==> config.mk <==
export PLATFORM = sky130hd
export DESIGN_NAME = bin2bcd_seq_flat
export DESIGN_NICKNAME = d
export VERILOG_FILES = /design/src/rtl/bin2bcd_seq_pkg.sv /design/src/rtl/bin2bcd_seq_if.sv /design/src/rtl/bin2bcd_seq_dabble_digit.sv /design/src/rtl/bin2bcd_seq.sv /design/src/flat_wrapper.sv
export SDC_FILE = /design/constraint.sdc
export NUM_CORES = 1
export LEC_CHECK = 0
export BUFFER_PORTS_ARGS = -buffer_cell sky130_fd_sc_hd__clkbuf_2
export CAP_MARGIN = 20
export CORE_MARGIN = 2
export CORE_UTILIZATION = 45
export DETAILED_ROUTE_END_ITERATION = 8
export PLACE_DENSITY = 0.66
export REMOVE_ABC_BUFFERS = 1
export SLEW_MARGIN = 20
export SYNTH_ARGS = -nofsm -noshare
export SYNTH_HDL_FRONTEND = slang
export SYNTH_HIERARCHICAL = 1
export SYNTH_SLANG_ARGS = --single-unit
==> constraint.sdc <==
create_clock -name clk -period 1.9 [get_ports clk]
set_clock_uncertainty 0.15 [all_clocks]
set_input_delay 0.38 -clock clk [delete_from_list [all_inputs] [get_ports clk]]
set_output_delay 0.38 -clock clk [all_outputs]
set_load 0.01 [all_outputs]
==> src/rtl/bin2bcd_seq_pkg.sv <==
// Shared types and constants for the sequential binary-to-BCD converter.
//   bcd_digit_t    : one packed BCD digit
//   b2b_state_t    : converter FSM states
//   BCD_ADJ_THRESH : a digit at or above this value is corrected before the shift
//   BCD_ADJ        : the correction added to such a digit
package bin2bcd_seq_pkg;

    typedef logic [3:0] bcd_digit_t;

    typedef enum logic [1:0] {
        IDLE,
        SHIFT,
        DONE
    } b2b_state_t;

    localparam bcd_digit_t BCD_ADJ_THRESH = 4'd5;
    localparam bcd_digit_t BCD_ADJ        = 4'd3;

endpackage

==> src/rtl/bin2bcd_seq_if.sv <==
// Handshake bundle between a binary producer and the BCD converter.
//   in_valid/in_ready/bin         : operand handshake (producer -> converter)
//   out_valid/out_ready/bcd/ovf   : result handshake (converter -> consumer)
// Modports: master = producer/consumer side (the bench), slave = the converter.
interface bin2bcd_seq_if #(
    parameter int W  = 8,
    parameter int ND = 3
);
    logic            in_valid;
    logic            in_ready;
    logic [W-1:0]    bin;
    logic            out_valid;
    logic            out_ready;
    logic [4*ND-1:0] bcd;
    logic            ovf;

    modport master (
        output in_valid, bin, out_ready,
        input  in_ready, out_valid, bcd, ovf
    );

    modport slave (
        input  in_valid, bin, out_ready,
        output in_ready, out_valid, bcd, ovf
    );
endinterface

==> src/rtl/bin2bcd_seq_dabble_digit.sv <==
// Combinational add-3 correction for one BCD digit of the double-dabble loop.
//   d : digit value before the shift
//   q : d + 3 when d >= 5, else d (never exceeds 12, so no carry out)
module bin2bcd_seq_dabble_digit
    import bin2bcd_seq_pkg::*;
(
    input  bcd_digit_t d,
    output bcd_digit_t q
);
    always_comb begin
        q = d;
        if (d >= BCD_ADJ_THRESH) begin
            q = d + BCD_ADJ;
        end
    end
endmodule

==> src/rtl/bin2bcd_seq.sv <==
// Sequential binary-to-BCD converter (shift-add-3), one input bit per clock.
// Ports:
//   clk   : rising-edge clock
//   reset : asynchronous active-high reset, returns to IDLE immediately
//   bus   : bin2bcd_seq_if slave - operand and result valid/ready handshakes
// Parameters: W binary width, ND number of BCD digits produced.
//
// state | meaning
// IDLE  | waiting for an operand, in_ready high
// SHIFT | W adjust+shift steps in progress
// DONE  | result held with out_valid high until the consumer takes it
module bin2bcd_seq
    import bin2bcd_seq_pkg::*;
#(
    parameter int W  = 8,
    parameter int ND = 3
) (
    input  logic          clk,
    input  logic          reset,
    bin2bcd_seq_if.slave  bus
);
    localparam int CW = $clog2(W + 1);
    localparam int BW = 4 * ND;

    b2b_state_t    state, state_nx;
    logic [W-1:0]  bin_sh;
    logic [BW-1:0] bcd_r;
    logic [BW-1:0] bcd_adj;
    logic          ovf_r;
    logic [CW-1:0] cnt;
    logic          accept;
    logic          last_shift;

    // All digits are corrected in parallel from the current register value.
    for (genvar i = 0; i < ND; i++) begin : g_dig
        bin2bcd_seq_dabble_digit u_dig (
            .d (bcd_r[4*i +: 4]),
            .q (bcd_adj[4*i +: 4])
        );
    end

    // in_ready is gated by reset so nothing is accepted while reset is held.
    assign bus.in_ready  = (state == IDLE) && !reset;
    assign bus.out_valid = (state == DONE);
    assign bus.bcd       = bcd_r;
    assign bus.ovf       = ovf_r;

    assign accept     = bus.in_valid && bus.in_ready;
    assign last_shift = (cnt == CW'(1));

    always_comb begin
        state_nx = state;
        case (state)
            IDLE:    if (accept) state_nx = SHIFT;
            SHIFT:   if (last_shift) state_nx = DONE;
            DONE:    if (bus.out_ready) state_nx = IDLE;
            default: state_nx = IDLE;
        endcase
    end

    always_ff @(posedge clk or posedge reset) begin
        if (reset) begin
            state  <= IDLE;
            bin_sh <= '0;
            bcd_r  <= '0;
            ovf_r  <= 1'b0;
            cnt    <= '0;
        end else begin
            state <= state_nx;
            if (state == IDLE && accept) begin
                bin_sh <= bus.bin;
                bcd_r  <= '0;
                ovf_r  <= 1'b0;
                cnt    <= CW'(W);
            end else if (state == SHIFT) begin
                // The top adjusted bit leaves the digit field; any 1 there means
                // the value no longer fits in ND digits.
                bcd_r  <= {bcd_adj[BW-2:0], bin_sh[W-1]};
                bin_sh <= bin_sh << 1;
                ovf_r  <= ovf_r | bcd_adj[BW-1];
                cnt    <= cnt - CW'(1);
            end
        end
    end
endmodule

==> src/flat_wrapper.sv <==
// flat-port wrapper written by rule: the top's interface ports become plain ports
module bin2bcd_seq_flat import bin2bcd_seq_pkg::*;
#(
    parameter int W  = 8,
    parameter int ND = 3
)
  (clk, reset, bus_in_valid, bus_bin, bus_out_ready, bus_in_ready, bus_out_valid, bus_bcd, bus_ovf);
  bin2bcd_seq_if #(.W(W), .ND(ND)) bus_i ();
  input  logic clk;
  input  logic reset;
  input wire logic [$bits(bus_i.in_valid)-1:0] bus_in_valid;
  input wire logic [$bits(bus_i.bin)-1:0] bus_bin;
  input wire logic [$bits(bus_i.out_ready)-1:0] bus_out_ready;
  output wire logic [$bits(bus_i.in_ready)-1:0] bus_in_ready;
  output wire logic [$bits(bus_i.out_valid)-1:0] bus_out_valid;
  output wire logic [$bits(bus_i.bcd)-1:0] bus_bcd;
  output wire logic [$bits(bus_i.ovf)-1:0] bus_ovf;
  assign bus_i.in_valid = bus_in_valid;
  assign bus_i.bin = bus_bin;
  assign bus_i.out_ready = bus_out_ready;
  assign bus_in_ready = bus_i.in_ready;
  assign bus_out_valid = bus_i.out_valid;
  assign bus_bcd = bus_i.bcd;
  assign bus_ovf = bus_i.ovf;
  bin2bcd_seq #(.W(W), .ND(ND)) u_core (.clk(clk), .reset(reset), .bus(bus_i));
endmodule
Word level (Yosys, flattened, before mapping)

Cells that the tools add are included.

Flip-flop bits (word level): 27
Input port bits: 12
Output and inout bits: 15
Logic and storage cells: 41

Add/sub/neg operators: 4
Order comparisons: 3
Equality and inequality tests: 6
Mux-type cells: 15
Bitwise gates (word level): 1
Reductions and logical operators: 7

Operators by type and width:

| operator            | number |
|---|---|
| $mux 12             | 2 |
| $mux 4              | 5 |
| $mux 8              | 2 |
| $add 4x2->4 const B | 3 |
| $ge 4x3->1 const B  | 3 |
| $mux 2              | 3 |
| $pmux 2 s3          | 1 |
| $eq 4x1->1 const B  | 1 |
| $ne 2x1->1 const B  | 2 |
| $sub 4x1->4 const B | 1 |
| $logic_and 1x1->1   | 3 |
| $reduce_and 3->1    | 1 |
| $eq 2x1->1 const B  | 1 |
| $eq 2x2->1 const B  | 1 |
| $logic_not 2->1     | 1 |
| $mux 1              | 2 |
| $ne 2x2->1 const B  | 1 |
| $reduce_bool 2->1   | 1 |
| $logic_not 1->1     | 1 |
| $or 1x1->1          | 1 |

Logic depth before layout (Yosys ltp)

Gate-level depths: netlist of the first run.

Word-level depth: 5
Mapped depth: 7
Mapped depth without buffers: 7

Cells and area by module

Netlist of the first run, hierarchy kept.

By module, submodules not included:

| module                   | instances | cells each | area an instance (um^2) | sequential area each (um^2) |
|---|---|---|---|---|
| bin2bcd_seq              | 1         | 122        | 1234.9                  | 675.6 |
| bin2bcd_seq_dabble_digit | 3         | 16         | 101.3                   | 0.0 |

Worst setup path after synthesis of the first run

Ideal clock, no wire load.

Path type: register to register
Start point: reg u_core.bcd_r[8] (netlist: u_core/bus.bcd[8])
End point: reg u_core.bcd_r[10] (netlist: u_core/bus.bcd[10])
Setup time: 0.077 ns
Arrival time: 1.332 ns
Required time: 1.673 ns
Path slack: 0.340 ns
Cell stages (with the launch flop): 7
Period minus slack after synthesis: 1.560 ns
Cells stage by stage: dfrtp_1 -> ha_1 -> nand2b_1 -> a21oi_2 -> mux2i_1 -> nand2_1 -> a21oi_1

Longest elaborated chain between the ends: 4
Elaborated cells on any way between the ends: 5
Those cells by class: add/sub: 1; order compare: 1; mux: 3

RTL lines:

| element                                   | RTL line                                                       | text |
|---|---|---|
| start: declaration                        | bin2bcd_seq.sv:27                                              | `logic [BW-1:0] bcd_r;` |
| start signal: assignment                  | bin2bcd_seq.sv:78                                              | `bcd_r <= {bcd_adj[BW-2:0], bin_sh[W-1]};` |
| $add 4x2->4 or $ge 4x3->1 (tied branches) | bin2bcd_seq_dabble_digit.sv:13, bin2bcd_seq_dabble_digit.sv:12 |  |
| $mux 4 *                                  | bin2bcd_seq_dabble_digit.sv:12                                 | `if (d >= BCD_ADJ_THRESH) begin` |
| net u_core.bcd_adj[9]                     | bin2bcd_seq.sv:28                                              | `logic [BW-1:0] bcd_adj;` |
| $mux 12 *                                 | bin2bcd_seq.sv:75                                              | `end else if (state == SHIFT) begin` |
| $mux 12 *                                 | bin2bcd_seq.sv:70                                              | `if (state == IDLE && accept) begin` |

Mark *: on every way through the listed nets, which the timed path passes. The rest lies on a longest branch. The select of a mux whose other input is x is not followed.
A chain may end at the register's enable or synchronous reset.

Final worst setup path of the first run

Start point: reg u_core.state[1]
End point: out bus_out_valid

Longest elaborated chain between the ends: 1

RTL lines:

| element                  | RTL line           | text |
|---|---|---|
| start: declaration       | bin2bcd_seq.sv:25  | `b2b_state_t state, state_nx;` |
| start signal: assignment | bin2bcd_seq.sv:69  | `state <= state_nx;` |
| $eq 2x2->1               | bin2bcd_seq.sv:44  | `assign bus.out_valid = (state == DONE);` |
| end: declaration         | flat_wrapper.sv:15 | `output wire logic [$bits(bus_i.out_valid)-1:0] bus_out_valid;` |

Every way passes these cells.

==> results of run 1 <==
## kinds of logic after synthesis
group           Yosys count  synth area share (%)
simple gates             69                  20.5
compound gates           33                  11.9
flops                    27                  43.9
buf+inv                  17                  7.07
mux                      12                  7.89
fa+ha+maj                 8                  6.50
xor+xnor                  4                  2.28
## sequential cells by signal, summed over array words and instances, names as in the netlist
register,cells
u_core/bus.bcd,12
u_core/bin_sh,8
u_core/cnt,4
u_core/state,2
u_core/bus.ovf,1
## cell usage in the layout, fill, tap and decap left out, types with 2 or more instances in the layout
master	synthesis	final
nand2b_1	7	7
nor2_1	8	8
mux2i_1	11	11
clkbuf_2	0	26
o21ai_1	3	3
o21ai_0	11	11
xnor2_1	3	3
a21oi_1	14	14
nor2b_1	2	2
ha_1	8	8
inv_1	10	10
nand2_1	48	48
a21oi_2	3	3
clkbuf_4	0	3
dfrtp_1	27	27
buf_4	2	6
## worst max-delay path: stages, from the launching register on
cell,delay [ns]
dfrtp_1,0.48
nor2b_1,0.22
clkbuf_2,0.16
## through the flow
stage | hold WS, ns | utilization (%)
floorplan | 0.283 | -
global placement | 0.248 | 51.4
detailed placement | 0.252 | 51.4
CTS | 0.0847 | 52.5
global route | 0.0828 | 52.5
finish | 0.101 | 52.5
## power groups by stage
| stage | combinational [mW] | clock (mW) | sequential [mW] |
|---|---|---|---|
| CTS | 1.49 | 0.266 | 1.08 |
| global route | 1.67 | 0.289 | 1.13 |
| global placement | 1.41 | 0 | 1.08 |
| finish | 1.47 | 0.247 | 1.08 |
| floorplan | 1.02 | 0 | 1.10 |
| detailed placement | 1.48 | 0 | 1.09 |
## final timing paths
path / start / endpoint / slack, ns / cells past startpoint
max: u_core/state[1]$_DFFE_PP0P_ / bus_out_valid / 0.19 / 2
min: bus_bin[3] / u_core/bin_sh[3]$_DFFE_PP0P_ / 0.10 / 3
max reg2reg: u_core/bus.bcd[9]$_DFFE_PP0P_ / u_core/bus.bcd[10]$_DFFE_PP0P_ / 0.21 / 7
min reg2reg: u_core/cnt[3]$_DFFE_PP0P_ / u_core/cnt[3]$_DFFE_PP0P_ / 0.35 / 1
max in group asynchronous: reset / u_core/bus.bcd[5]$_DFFE_PP0P_ / 0.68 / 4
min in group asynchronous: reset / u_core/state[1]$_DFFE_PP0P_ / 0.44 / 3
## metal layers
metal	wire (µm)	share of wire, %	global-route usage (%)	vias to the layer above
met1	1360	46	19.3	568
met5	0	0	0	-
met4	15	0.51	6.11	0
met2	1480	50	29.4	17
li1	-	-	-	613
met3	79	2.7	1.98	2
## cell type report
type | count | share of cell area (%)
clock inverters | 1 | 0.288
multi-input cells | 126 | 43.4
inverters | 10 | 2.16
well taps | 46 | 3.31
clock buffers | 3 | 1.30
repair buffers | 33 | 10.7
flip-flops and latches | 27 | 38.9
## timing repair
action | in CTS | in global routing
hold buffers | 1 | 0
endpoints found under the setup margin | 0 | 0
endpoints found under the hold margin | 8 | 0
==> metrics.md, run 1 <==
| Metric | Value |
|---|---|
| Total die area | 3900 µm² |
| Slew Limit Fails | 0 |
| Slew Limit Headroom | 71.9% |
| Register bit count reported by yosys | 27 |
| First-pass GRT wire length | 5190 µm |
| Post-CTS Setup Inserts | 0 |
| Initial core utilization | 46.5% |
| Clock latency on the worst-skew pair | 0.32 ns |
| Sw power | 1.23 mW |
| Status | completed |
| Seq pwr share | 38.5% |
| Remaining DRCs | 0 |
| Num CTS Buffers | 3 |
| Via count | 1200 |
| Final Non-Filler Cells | 246 |
| I/O pin count | 27 |
| Post-route antenna net violation count | 0 |
| Total detailed-routing wirelength | 2930 µm |
| Num Clock Sinks | 27 |
| CTS clock-pin slew for the worst setup and hold paths | 0.14 ns |
| Ys async rst share | 100% |
| Finished Cell Area | 1740 µm² |
| Setup TNS | 0 ns |
| CTS H-tree lvls | 1 |
| DP Wirelength | 2100 µm |
| Largest net degree at the start of global routing | 35 |
| RSZ-0062 raised after global routing | no |
| Layout cell share with drive strength beyond 1 | 21.0% |
| Yosys cell types | 23 |
| Final Hold Viols | 0 |
| TritonCTS clock tree | built |
| Max cap viols | 0 |
| IO buf count | 26 |
| FP Rows | 21 |
| Syn avg cell area | 9.05 µm² |
| Post-DP Area | 1700 µm² |
| Share of the synthesized area in the top cell type | 43.9% |
| Hold WC Path Type | input pin to flip-flop |
| Clock power frac | 8.8% |
| DP Worst Slack | 0.245 ns |
| GPL Wtd Cong | 0.796 |
| Post-synth top flop | dfrtp_1 |
| P per Cell Area | 1610 nW/µm² |
| DRT Pass-1 Iters | 3 |
| Critical path type | flip-flop to output port |
| Drt via density | 4.88 |
| Initial antenna violation count | 0 |
| Sw Ratio | 44.0% |
| Area grow syn2layout | 12.9% |
| Post-Syn Instances | 170 |
| Core region area | 3310 µm² |
| EDFF count, synth | 0 |
| Top-count cell post-synth | nand2_1 |
| Post-synthesis sequential area ratio | 43.9% |
| Die W | 62.5 µm |
| Dominant cells by area after synthesis | dfrtp_1 (44%), nand2_1 (12%), mux2i_1 (7.2%), ha_1 (6.5%), a21oi_1 (4.6%) |
| Final Setup Violations | 0 |
| Crit path DAT | 1.18 ns |
| Multi-input gate area | 754 µm² |
| Minimum clock period | 1.71 ns |
| Part of the power in combinational logic | 52.7% |
| Placed Cells | 241 |
| Average wire per standard cell | 11.9 µm |
| Worst-path fanout max | 6 |
| Maximum VDD drop | 606 µV |
| FF/Latch Area | 676 µm² |
| Congestion Overflow GR | 0 |
| Crit path required time | 1.37 ns |
| Synth cell count leaders | nand2_1 (48), dfrtp_1 (27), a21oi_1 (14), mux2i_1 (11), o21ai_0 (11) |
| Power Total | 2.80 mW |
| Critical Path Sink Type | output port |
| Fillers | 317 |
| Root Buffer | clkbuf_4 |
| Critical path startpoint category | flip-flop |
| Synthesized cell area | 1540 µm² |
| Tot GR Track Use | 16.1% |
| P_int | 1.57 mW |
| Pleak | 0.866 nW |
| Maximum clock rate | 583 MHz |
| Dominant cell type by area after synthesis | dfrtp_1 |
| Cts repair resizes | 0 |
| Antenna Cells | 0 |
| Slew @ Worst Pin | 0.422 ns |
| Post-layout nets | 221 |
| Post-route setup slack | 0.186 ns |
| Max clock buf depth | 2 |
| Yosys warns | 6 |
| Die H | 62.5 µm |
| Vias in the first global route | 1202 |
| Final Cycle Share | 90.2% |
| Initial drt markers | 47 |
Note: power is estimated with default switching activity, not from simulation.
==> inputs of run 2 (changes only) <==
- REMOVE_ABC_BUFFERS: 1 -> unset
==> run 2 against run 1 <==
Against the previous run:
- routed wire length down 5.2%
- non-clock buffer count fell by 1
- sequential share of layout area rose by 0.11 points
- worst hold slack worse by 0.013 ns
- die area unchanged
- flip-flop and latch count is the same
- first-iteration DRC count is 23% lower
- utilization fell by 0.15 points
- final cell count shrank 0.41%
==> metrics.md, run 2 (synthesis gave the netlist of run 1 again) <==
| Metric | Value |
|---|---|
| Initial drt markers | 36 (was 47) |
| Initial core utilization | 46.5% (unchanged) |
| Layout cell share with drive strength beyond 1 | 20.6% (was 21.0%) |
| Clock latency on the worst-skew pair | 0.33 ns (was 0.32 ns) |
| Hold path depth | 3 (unchanged) |
| Most frequent cells in the layout | nand2_1 (48), dfrtp_1 (27), clkbuf_2 (25), a21oi_1 (14) (was nand2_1 (48), dfrtp_1 (27), clkbuf_2 (26), a21oi_1 (14)) |
| TritonCTS clock tree | built (unchanged) |
| Final Cycle Share | 98.0% (was 90.2%) |
| Drt via density | 4.86 (was 4.88) |
| Root Buffer | clkbuf_4 (unchanged) |
| Critical Path Sink Type | output port (unchanged) |
| Critical R2R Launch | u_core/state[1]$_DFFE_PP0P_ (was u_core/bus.bcd[9]$_DFFE_PP0P_) |
| Die W | 62.5 µm (unchanged) |
| Power Total | 2.79 mW (was 2.80 mW) |
| First-pass GRT wire length | 4800 µm (was 5190 µm) |
| Slew Limit Headroom | 62.8% (was 71.9%) |
| WHS Endpoint | u_core/bin_sh[6]$_DFFE_PP0P_ (was u_core/bin_sh[3]$_DFFE_PP0P_) |
| Hold WC Path Type | input pin to flip-flop (unchanged) |
| Post-CTS Setup Inserts | 0 (unchanged) |
| IO buf count | 26 (unchanged) |
| Minimum clock period | 1.86 ns (was 1.71 ns) |
| Crit path required time | 1.37 ns (about the same) |
| Reg2Reg Depth | 4 (was 7) |
| Max clock buf depth | 2 (unchanged) |
| Tot GR Track Use | 15.0% (was 16.1%) |
| Slew Limit Fails | 0 (unchanged) |
| P per Cell Area | 1610 nW/µm² (about the same) |
| DP Wirelength | 2030 µm (was 2100 µm) |
| Crit path DAT | 1.33 ns (was 1.18 ns) |
| Largest net degree at the start of global routing | 35 (unchanged) |
| Hold Path Origin | bus_bin[6] (was bus_bin[3]) |
| Slew @ Worst Pin | 0.559 ns (was 0.422 ns) |
| Via count | 1191 (was 1200) |
| Pleak | 0.858 nW (was 0.866 nW) |
| Worst-path fanout max | 3 (was 6) |
| Die H | 62.5 µm (unchanged) |
| Num CTS Buffers | 3 (unchanged) |
| Setup TNS | 0 ns (unchanged) |
| Congestion Overflow GR | 0 (unchanged) |
| Antenna Cells | 0 (unchanged) |
| Max cap viols | 0 (unchanged) |
| Critical path startpoint category | input pin (was flip-flop) |
| FP Rows | 21 (unchanged) |
| Total die area | 3900 µm² (unchanged) |
| Area grow syn2layout | 12.6% (was 12.9%) |
| Post-route antenna net violation count | 0 (unchanged) |
| Initial antenna violation count | 0 (unchanged) |
| Num Clock Sinks | 27 (unchanged) |
| I/O pin count | 27 (unchanged) |
| Critical path type | input pin to output port (was flip-flop to output port) |
| GPL Wtd Cong | 0.758 (was 0.796) |
| Worst r2r dst | u_core/bus.bcd[11]$_DFFE_PP0P_ (was u_core/bus.bcd[10]$_DFFE_PP0P_) |
| Core region area | 3310 µm² (unchanged) |
| Status | completed (unchanged) |
| Maximum VDD drop | 560 µV (was 606 µV) |
| Max FFs per register | 12 (unchanged) |
| Crit path largest cell delay | 0.53 ns (was 0.48 ns) |
| Fillers | 334 (was 317) |
| Syn nets | 190 |
| CTS clock-pin slew for the worst setup and hold paths | 0.15 ns (was 0.14 ns) |
| Remaining DRCs | 0 (unchanged) |
| Top sig layer | met4 (unchanged) |
| Commonest non-fill, non-tap cell in the layout | nand2_1 (unchanged) |
| Final Setup Violations | 0 (unchanged) |
| WL met3 | 55 µm (was 79 µm) |
| Final Hold Viols | 0 (unchanged) |
| CTS H-tree lvls | 1 (unchanged) |
| RSZ-0062 raised after global routing | no (unchanged) |
| Post-layout nets | 220 (was 221) |
| Total detailed-routing wirelength | 2780 µm (was 2930 µm) |
| DRT Pass-1 Iters | 4 (was 3) |
| FF-to-FF setup slack | 0.24 ns (was 0.21 ns) |
| Maximum clock rate | 537 MHz (was 583 MHz) |
| M1 wire length | 1240 µm (was 1360 µm) |
| Slowest cell on the critical path | dlygate4sd3_1 (was dfrtp_1) |
| Cells along the critical path | dlygate4sd3_1, clkbuf_2, nor3_1, buf_2 (was nor2b_1, clkbuf_2) |
| Vias in the first global route | 1087 (was 1202) |
| CP Launch Point | reset (was u_core/state[1]$_DFFE_PP0P_) |
| Average wire per standard cell | 11.3 µm (was 11.9 µm) |
| Met2 routed WL | 1440 µm (was 1480 µm) |
==> run 2: worst max-delay path by stage <==
| stage | to | cells after the start |
|---|---|---|
| floorplan | u_core/bus.bcd[10]$_DFFE_PP0P_ | 6 |
| CTS | bus_in_ready | 4 |
| global placement | u_core/bus.bcd[2]$_DFFE_PP0P_ | 6 |
| finish | bus_in_ready | 4 |
| global route | bus_in_ready | 4 |
| detailed placement | u_core/bus.bcd[11]$_DFFE_PP0P_ | 4 |
==> run 2: through the flow <==
stage | setup slack [ns] | cells | hold WS (ns) | instance area, µm² | utilization (%)
after floorplan | 0.340 | 170 | 0.283 | 1540 | -
after global placement | 0.308 | 240 | 0.327 | 1690 | 51.1
after detailed placement | 0.236 | 240 | 0.340 | 1690 | 51.1
after CTS | 0.0113 | 245 | 0.0747 | 1730 | 52.3
after global routing | 0.00191 | 245 | 0.0795 | 1730 | 52.3
final | 0.0371 | 245 | 0.0880 | 1730 | 52.3
==> run 2: layout make-up <==
class,count,area [µm²],share of cell area (%)
clock buffers,3,22.5,1.30
clock inverters,1,7.51,0.433
inverters,10,37.5,2.17
multi-input cells,126,754,43.5
flip-flops and latches,27,676,39.0
well taps,46,57.6,3.32
repair buffers,32,178,10.3
==> run 2: timing repair <==
action,4_1_cts,5_1_grt
endpoints found under the hold margin,27,0
hold buffers,1,0
gates resized for setup,0,1
setup endpoints to repair,0,1
==> run 2: layer usage <==
metal	global-route usage, %	vias to the layer above
met2	26.5	12
met3	2.16	4
met1	18.4	567
met5	0	-
met4	5.83	0
li1	-	608
==> run 2: critical path: cells and delay by family <==
| kind | cells | cell delay (ns) |
|---|---|---|
| buf+inv | 3 | 0.83 |
| simple gates | 1 | 0.12 |
==> run 2: power by group <==
part           total [mW]  internal [mW]  switching [mW]
clock               0.250         0.0805           0.170
combinational        1.46          0.664           0.798
sequential           1.08          0.823           0.256
